## src/rtl/psum_accumulator.sv

```systemverilog
// Four-lane partial-sum accumulator.
// Sums a configured number of signed column partial sums per lane into
// saturating ACC_W-bit totals and offers them downstream on a valid/ready
// handshake. Totals stay stable in HOLD until the downstream consumes them.
module psum_accumulator #(
  parameter int IN_W      = 16,
  parameter int ACC_W     = 18,
  parameter int MAX_TILES = 16,
  parameter int CNT_W     = 5
) (
  input  logic                    clk,
  input  logic                    rst,
  input  logic                    start,
  input  logic [CNT_W-1:0]        cfg_tiles,
  input  logic                    in_valid,
  output logic                    in_ready,
  input  logic signed [IN_W-1:0]  psi1,
  input  logic signed [IN_W-1:0]  psi2,
  input  logic signed [IN_W-1:0]  psi3,
  input  logic signed [IN_W-1:0]  psi4,
  output logic signed [ACC_W-1:0] pso1,
  output logic signed [ACC_W-1:0] pso2,
  output logic signed [ACC_W-1:0] pso3,
  output logic signed [ACC_W-1:0] pso4,
  output logic                    out_valid,
  input  logic                    out_ready,
  output logic [3:0]              sat,
  output logic                    busy,
  output logic                    done
);

  typedef enum logic [1:0] {
    IDLE  = 2'd0,
    ACCUM = 2'd1,
    HOLD  = 2'd2
  } state_t;

  // Clamp bounds expressed one bit wider than the accumulator so the
  // unclamped sum can be compared directly.
  localparam logic signed [ACC_W:0] ACC_MAX = {2'b00, {(ACC_W-1){1'b1}}};
  localparam logic signed [ACC_W:0] ACC_MIN = {2'b11, {(ACC_W-1){1'b0}}};

  state_t                  state;
  logic [CNT_W-1:0]        tiles;
  logic [CNT_W-1:0]        count;
  logic signed [ACC_W-1:0] acc   [4];
  logic signed [IN_W-1:0]  psi   [4];
  logic signed [ACC_W:0]   wide  [4];
  logic signed [ACC_W-1:0] nxt   [4];
  logic [3:0]              clamp;
  logic [CNT_W-1:0]        tiles_eff;
  logic                    last_beat;

  assign psi[0] = psi1;
  assign psi[1] = psi2;
  assign psi[2] = psi3;
  assign psi[3] = psi4;

  assign pso1 = acc[0];
  assign pso2 = acc[1];
  assign pso3 = acc[2];
  assign pso4 = acc[3];

  // Handshake pulse; out_valid is registered and only high in HOLD.
  assign done = out_valid & out_ready;

  // Zero tiles means one; anything above MAX_TILES is capped.
  always_comb begin
    tiles_eff = cfg_tiles;
    if (cfg_tiles == '0)
      tiles_eff = CNT_W'(1);
    else if (cfg_tiles > CNT_W'(MAX_TILES))
      tiles_eff = CNT_W'(MAX_TILES);
  end

  assign last_beat = (count == tiles - CNT_W'(1));

  // Per-lane widened sum with clamping to the accumulator range.
  always_comb begin
    clamp = '0;
    for (int unsigned i = 0; i < 4; i++) begin
      wide[i] = {acc[i][ACC_W-1], acc[i]}
              + {{(ACC_W+1-IN_W){psi[i][IN_W-1]}}, psi[i]};
      nxt[i]  = wide[i][ACC_W-1:0];
      if (wide[i] > ACC_MAX) begin
        nxt[i]   = ACC_MAX[ACC_W-1:0];
        clamp[i] = 1'b1;
      end else if (wide[i] < ACC_MIN) begin
        nxt[i]   = ACC_MIN[ACC_W-1:0];
        clamp[i] = 1'b1;
      end
    end
  end

  // Control FSM with registered handshake/status outputs and lane accumulators.
  always_ff @(posedge clk) begin
    if (rst) begin
      state     <= IDLE;
      tiles     <= '0;
      count     <= '0;
      sat       <= '0;
      in_ready  <= 1'b0;
      out_valid <= 1'b0;
      busy      <= 1'b0;
      for (int unsigned i = 0; i < 4; i++)
        acc[i] <= '0;
    end else begin
      case (state)
        IDLE: begin
          if (start) begin
            tiles    <= tiles_eff;
            count    <= '0;
            sat      <= '0;
            in_ready <= 1'b1;
            busy     <= 1'b1;
            state    <= ACCUM;
            for (int unsigned i = 0; i < 4; i++)
              acc[i] <= '0;
          end
        end
        ACCUM: begin
          if (in_valid) begin
            for (int unsigned i = 0; i < 4; i++)
              acc[i] <= nxt[i];
            sat   <= sat | clamp;
            count <= count + CNT_W'(1);
            if (last_beat) begin
              in_ready  <= 1'b0;
              out_valid <= 1'b1;
              state     <= HOLD;
            end
          end
        end
        HOLD: begin
          if (out_ready) begin
            out_valid <= 1'b0;
            busy      <= 1'b0;
            state     <= IDLE;
          end
        end
        default: begin
          in_ready  <= 1'b0;
          out_valid <= 1'b0;
          busy      <= 1'b0;
          state     <= IDLE;
        end
      endcase
    end
  end

endmodule

```

## config.mk

```make
export PLATFORM = sky130hd
export DESIGN_NAME = psum_accumulator
export DESIGN_NICKNAME = d
export VERILOG_FILES = /design/src/rtl/psum_accumulator.sv
export SDC_FILE = /design/constraint.sdc
export NUM_CORES = 1
export LEC_CHECK = 0
export ABC_AREA = 1
export CORE_MARGIN = 2
export CORE_UTILIZATION = 45
export DETAILED_ROUTE_END_ITERATION = 10
export GPL_ROUTABILITY_DRIVEN = 0
export PLACE_DENSITY = 0.77
export SYNTH_ARGS = -nofsm -noshare
export SYNTH_HDL_FRONTEND = slang
export SYNTH_SLANG_ARGS = --single-unit
```

## constraint.sdc

```tcl
create_clock -name clk -period 2.6 [get_ports clk]
set_input_delay 0.65 -clock clk [delete_from_list [all_inputs] [get_ports clk]]
set_output_delay 0.65 -clock clk [all_outputs]
set_load 0.1 [all_outputs]
```

==> out/results.ini, run 1 <==
[timing]
worstMarginPinSlew_ns = 0.4783
tns_ns = 0
post-route-min-period_ns = 2.597
finalCritPeriodShare = 0.9990
max_freq_mhz = 385.0
finalHoldViolations = 0
finalClockSkew_ns = 0.01123
max-slew-margin-rel = 0.6804
report.final.slew_viol_count = 0
setup_viol = 0

[synthesis]
syn-cell-area_mm2 = 0.007870
yosys-top-cells-area = edfxtp_1 21%, nand2_1 15%, ha_1 12%
synth_cell_types = 44
synthCells = 1079
yosys_register_bits = 91
synth_nets = 1231
yosysWarnings = 0
synth.top_cell.area_share = 0.2060
ys_seq_area_frac = 0.3002
synth_top_area_cell = edfxtp_1
synth.avg_cell_area_um2 = 7.294

[die]
dieArea_mm2 = 0.01856
die-width_um = 136.2
pin_count = 154
initial_core_util = 0.4582
core_area_mm2 = 0.01718
die-height_um = 136.2
rows = 48

[cts]
cts_max_level = 3
clock_latency_ns = 0.36
holdBufCountCts = 0
cts_sinks = 91
root_buffer = clkbuf_16
cts_tree = done
cts_inserted_buffers = 9
clk_pin_slew_ns = 0.07
clk_path_buf_depth = 2

[drt]
dr.pass1.iters = 7
vias = 8895
wl_um = 26370
drc = 0
wl_per_cell_um = 15.89
drtAntennaViolNets = 0
via_per_inst = 5.358
drt_iter0_markers = 881

[worst_setup_path]
reg2reg_slack_ns = 0.24
reg2reg_from = acc[0][16]$_SDFFCE_PN0P_
required_ns = 2.70
critPathLaunchType = input port
cpMostUsedCell = nand2_1
path_cells = clkdlybuf4s50_1 > ha_4 > nand2_1 > nor2_4 > nand2_1 > nand2_1 > nand2_1 > nand3_2 > nand2_1 > nand2_1 > nand2_2 > nand2_4 > clkbuf_16 > o21ai_1
path_class = input port to register
rr_endpoint = acc[0][5]$_SDFFCE_PN0P_
arrival_ns = 2.69
r2r_cells = 13
startpoint = psi1[6]
crit_fanout = 6
slowest_stage = clkdlybuf4s50_1
cpPeakStageDelay_ns = 0.44
critPathCaptureType = register

[cells_and_area]
layout_commonest_cell = nand2_1
fillers = 1268
finalNonFillerCells = 1660
diodes = 0
area_growth_pct = 56.26
layout_common_cells = 311 x nand2_1, 266 x buf_4, 104 x inv_1, 59 x a21oi_1, 56 x nor2_1
layout-drive-gt1-share = 0.3575
fin_util = 0.7160
nNetsFinal = 1582

[place]
dp_hpwl_um = 18650
numPortBuffers = 153
dp.cells = 1635

[worst_hold_path]
min_path_type = register to register
hold_depth = 2
hold_end = sat[0]$_SDFFE_PP0P_
hold_start = sat[0]$_SDFFE_PP0P_

[grt]
antenna_found_initial = 0
overflow = 0
grt_pass1_vias = 8212
grt_pass1_wl_um = 39080
grt_max_degree = 21
track_usage = 0.2633

[flow_run]
maxCapViolCount = 0

[power_and_ir_drop]
p_leak_nw = 5.999
max-vdd-ir-drop_mv = 0.4041
p_per_area_mw_per_mm2 = 594.6

[run_status]
status = finished, final reports clean

-- per-layer routing --
layer  GRT usage  up-vias  wire length, µm
met1      0.3402     4090            10630
met3     0.03244       79             2212
met4     0.08218        0              741
li1            -     4310                -
met5           0        -                0
met2      0.4573      416            12790
-- where the power goes --
| part | leakage (nW) | switching, mW | internal [mW] |
|---|---|---|---|
| Combinational | 4.96 | 2.55 | 1.61 |
| Clock | 0.137 | 0.578 | 0.725 |
| Sequential | 0.898 | 0.154 | 1.70 |
| Total | 6.00 | 3.28 | 4.04 |
-- state kept, by name, indices dropped and copies added (netlist names) --
name	count
state	2
acc	72
in_ready	1
out_valid	1
count	5
busy	1
tiles	5
sat	4
-- per-stage QoR --
step | instance area, µm² | setup WS, ns | hold WS (ns) | power [mW]
after detailed placement | 11200 | -0.4433 | 0.4482 | 5.633
after global placement | 11200 | -0.3324 | 0.4409 | 5.560
after floorplan | 8128 | -0.1521 | 0.4633 | 4.324
after CTS | 11600 | 0.001961 | 0.4583 | 6.999
after global routing | 12300 | -0.07167 | 0.4963 | 7.682
final | 12300 | 0.002607 | 0.4552 | 7.313
-- critical path: cells and delay by family --
family / cells / cell delay (ns)
compound gates: 1 / 0.07
fa+ha+maj: 1 / 0.32
buf+inv: 2 / 0.60
simple gates: 10 / 1.04
-- kinds of logic (layout without fill, tap and decap cells) --
group | after synthesis | count (layout) | synth area share
adder cells (fa/ha/maj) | 78 | 78 | 0.1278
AND/OR/NAND/NOR | 511 | 513 | 0.2804
flip-flops | 91 | 91 | 0.3002
XOR/XNOR | 61 | 61 | 0.06789
buffers and inverters | 140 | 494 | 0.07345
AO/OA/AOI/OAI | 198 | 198 | 0.1502
-- cells in the mapped netlist, drive strengths merged --
master  instances
nand3b          2
nand4          19
or2             2
clkinv          1
inv           124
dfxtp          37
o31ai           1
and2            3
o21ai          69
a31oi           6
clkbuf          5
nand2         340
nor4            1
nor3            4
nand3          59
o22ai           5
a211oi          3
a21boi          1
nor2           81
xnor2          30
ha             74
o21a            2
xor2           31
a21o            4
o211ai          2
a31o            2
a21oi          96
fa              4
edfxtp         54
o21bai          7
buf            10
-- worst max path at each step --
stage | end | slack (ns) | cells past startpoint
floorplan | acc[1][16]$_SDFFCE_PN0P_ | -0.15 | 14
global placement | acc[3][3]$_SDFFCE_PN0P_ | -0.33 | 14
detailed placement | acc[0][6]$_SDFFCE_PN0P_ | -0.44 | 12
CTS | acc[0][6]$_SDFFCE_PN0P_ | 0.002 | 14
global route | acc[2][1]$_SDFFE_PP0P_ | -0.07 | 15
finish | acc[0][5]$_SDFFCE_PN0P_ | 0.003 | 14
-- area by class of cell --
cell class / count / area, µm² / area share
clock inverter: 3 / 11.26 / 0.0009157
sequential: 91 / 2372 / 0.1929
multi-input combinational: 850 / 5847 / 0.4754
inverter: 125 / 471.7 / 0.03836
timing repair buffer: 353 / 3043 / 0.2474
clock buffer: 13 / 271.5 / 0.02208
tap: 225 / 281.5 / 0.02289
-- repair_timing --
item	CTS	global route
setup buffers	2	3
pin swaps	2	33
setup endpoints to repair	36	72
cloned	0	4
gates resized for setup	14	128
(Power assumes the default switching activity.)
==> run 2, diff against run 1 <==
Settings changed: CTS_CLUSTER_SIZE from default to 40.
==> results of run 2 <==
Final layout, timing and power as in run 1 (identical DEF).
==> RTL edit, RTL diff (config.mk and constraints of run 2) <==
Make the reset (`rst`) asynchronous in one clocked block.
--- a/src/rtl/psum_accumulator.sv
+++ b/src/rtl/psum_accumulator.sv
@@ -93,7 +93,7 @@
   end
 
   // Control FSM with registered handshake/status outputs and lane accumulators.
-  always_ff @(posedge clk) begin
+  always_ff @(posedge clk or posedge rst) begin
     if (rst) begin
       state     <= IDLE;
       tiles     <= '0;
Function: differs if rst is asserted again (counterexample within 4 cycles, from zero or initial values and one cycle with rst high); with rst held inactive, the same outputs for 4 cycles.
==> RTL edit against run 2 <==
Sequential cell count stayed put; count of clock-buffer cells in the layout down 4; via count grew 1.9%; non-clock buffer count decreased by 25; die area rose by 7.9%; sequential share of layout area shrank 0.77 points; global-route usage shrank 2.3 points; setup slack better by 0.14 ns; cell area rose by 0.17%; synthesized area up 8.2%; wire length decreased by 6.6%; final cell count up 9.2%; critical endpoint is now pso2[14]$_DFFE_PP0P_; highest routed layer unchanged.
Power is not compared: it rests on default switching activity, and its combinational part moved more than twofold at a synthesized area within 25%.
==> RTL edit: results (changes against run 2) <==
final_layout:
  sh_seq_area_pct: 18.5  # was 19.3%
  final-nonclk-buf-share_pct: 22.9  # was 24.7%
  stdcell_count: 1813  # was 1660
  multi_input_gates: 991  # was 850
  fin_nets: 1726  # was 1582
  syn_to_final_growth_pct: 44.7  # was 56.3%
  n_all_inverters: 153  # was 125
global_routing:
  met2_usage_pct: 42.2  # was 45.7%
  grt_pass1_vias: 8772  # was 8212
  grtUsageMet3_pct: 2.46  # was 3.24%
  grt_usage_pct: 24.1  # was 26.3%
  grt_pass1_wl_um: 39500  # was 39100 µm
  grtUsageMet1_pct: 31.1  # was 34.0%
critical_path:
  worstReg2RegStart: "pso2[8]$_DFFE_PP0P_"  # was acc[0][16]$_SDFFCE_PN0P_
  cp_max_fo: 3  # was 6
  cp.arrival_ns: 2.74  # was 2.69 ns
yosys:
  synth_edf_count: 0  # was 54
  synth_seq_area_share_pct: 26.7  # was 30.0%
  synth.area.top_cells: "dfrtp_1, nand2_1, ha_1"  # was edfxtp_1, nand2_1, ha_1
  yosys.area_share.xor_xnor_pct: 5.66  # was 6.79%
  synth-compound-area-share_pct: 6.33  # was 15.0%
  avgSynthCellArea_um2: 6.78  # was 7.29 µm²
  async_flop_share_pct: 100  # was 0%
placed_design:
  placed_cells_incl_taps: 1791  # was 1635
  dpl.hpwl_um: 18600  # was 18700 µm
routing:
  firstDrtPassIters: 5  # was 7
  drt-met1-wl_um: 11000  # was 10600 µm
  dr_wl_met2_um: 12100  # was 12800 µm
  dr_wl_met3_um: 1090  # was 2210 µm
  dr_total_vias: 9063  # was 8895
  wire_per_inst_um: 13.6  # was 15.9 µm
worst_hold_path:
  worstHoldStart: "busy$_DFFE_PP0P_"  # was sat[0]$_SDFFE_PP0P_
  whs_endpoint: "busy$_DFFE_PP0P_"  # was sat[0]$_SDFFE_PP0P_
status:
  outcome: "finished clean"  # unchanged
timing:
  hold_ws_ns: 0.481  # was 0.455 ns
## RTL edit: what timing repair did
item	CTS	global route
gates resized for setup	0	74
endpoints found under the setup margin	1	58
gates cloned	0	1
setup buffers	4	1
pin swaps	1	4
## RTL edit: worst max-delay path by stage
| stage | slack [ns] | cells after the start | startpoint | endpoint |
|---|---|---|---|---|
| 2_1_floorplan | 0.005 | 16 | pso2[7]$_DFFE_PP0P_ | pso2[2]$_DFFE_PP0P_ |
| 3_3_place_gp | -0.31 | 13 | psi4[15] | pso4[3]$_DFFE_PP0P_ |
| 3_5_place_dp | -0.38 | 14 | psi2[15] | pso2[1]$_DFFE_PP0P_ |
| 4_1_cts | 0.04 | 14 | psi2[15] | pso2[7]$_DFFE_PP0P_ |
| 5_1_grt | -0.02 | 17 | psi2[7] | pso2[0]$_DFFE_PP0P_ |
| 6_report | 0.15 | 13 | psi2[0] | pso2[14]$_DFFE_PP0P_ |
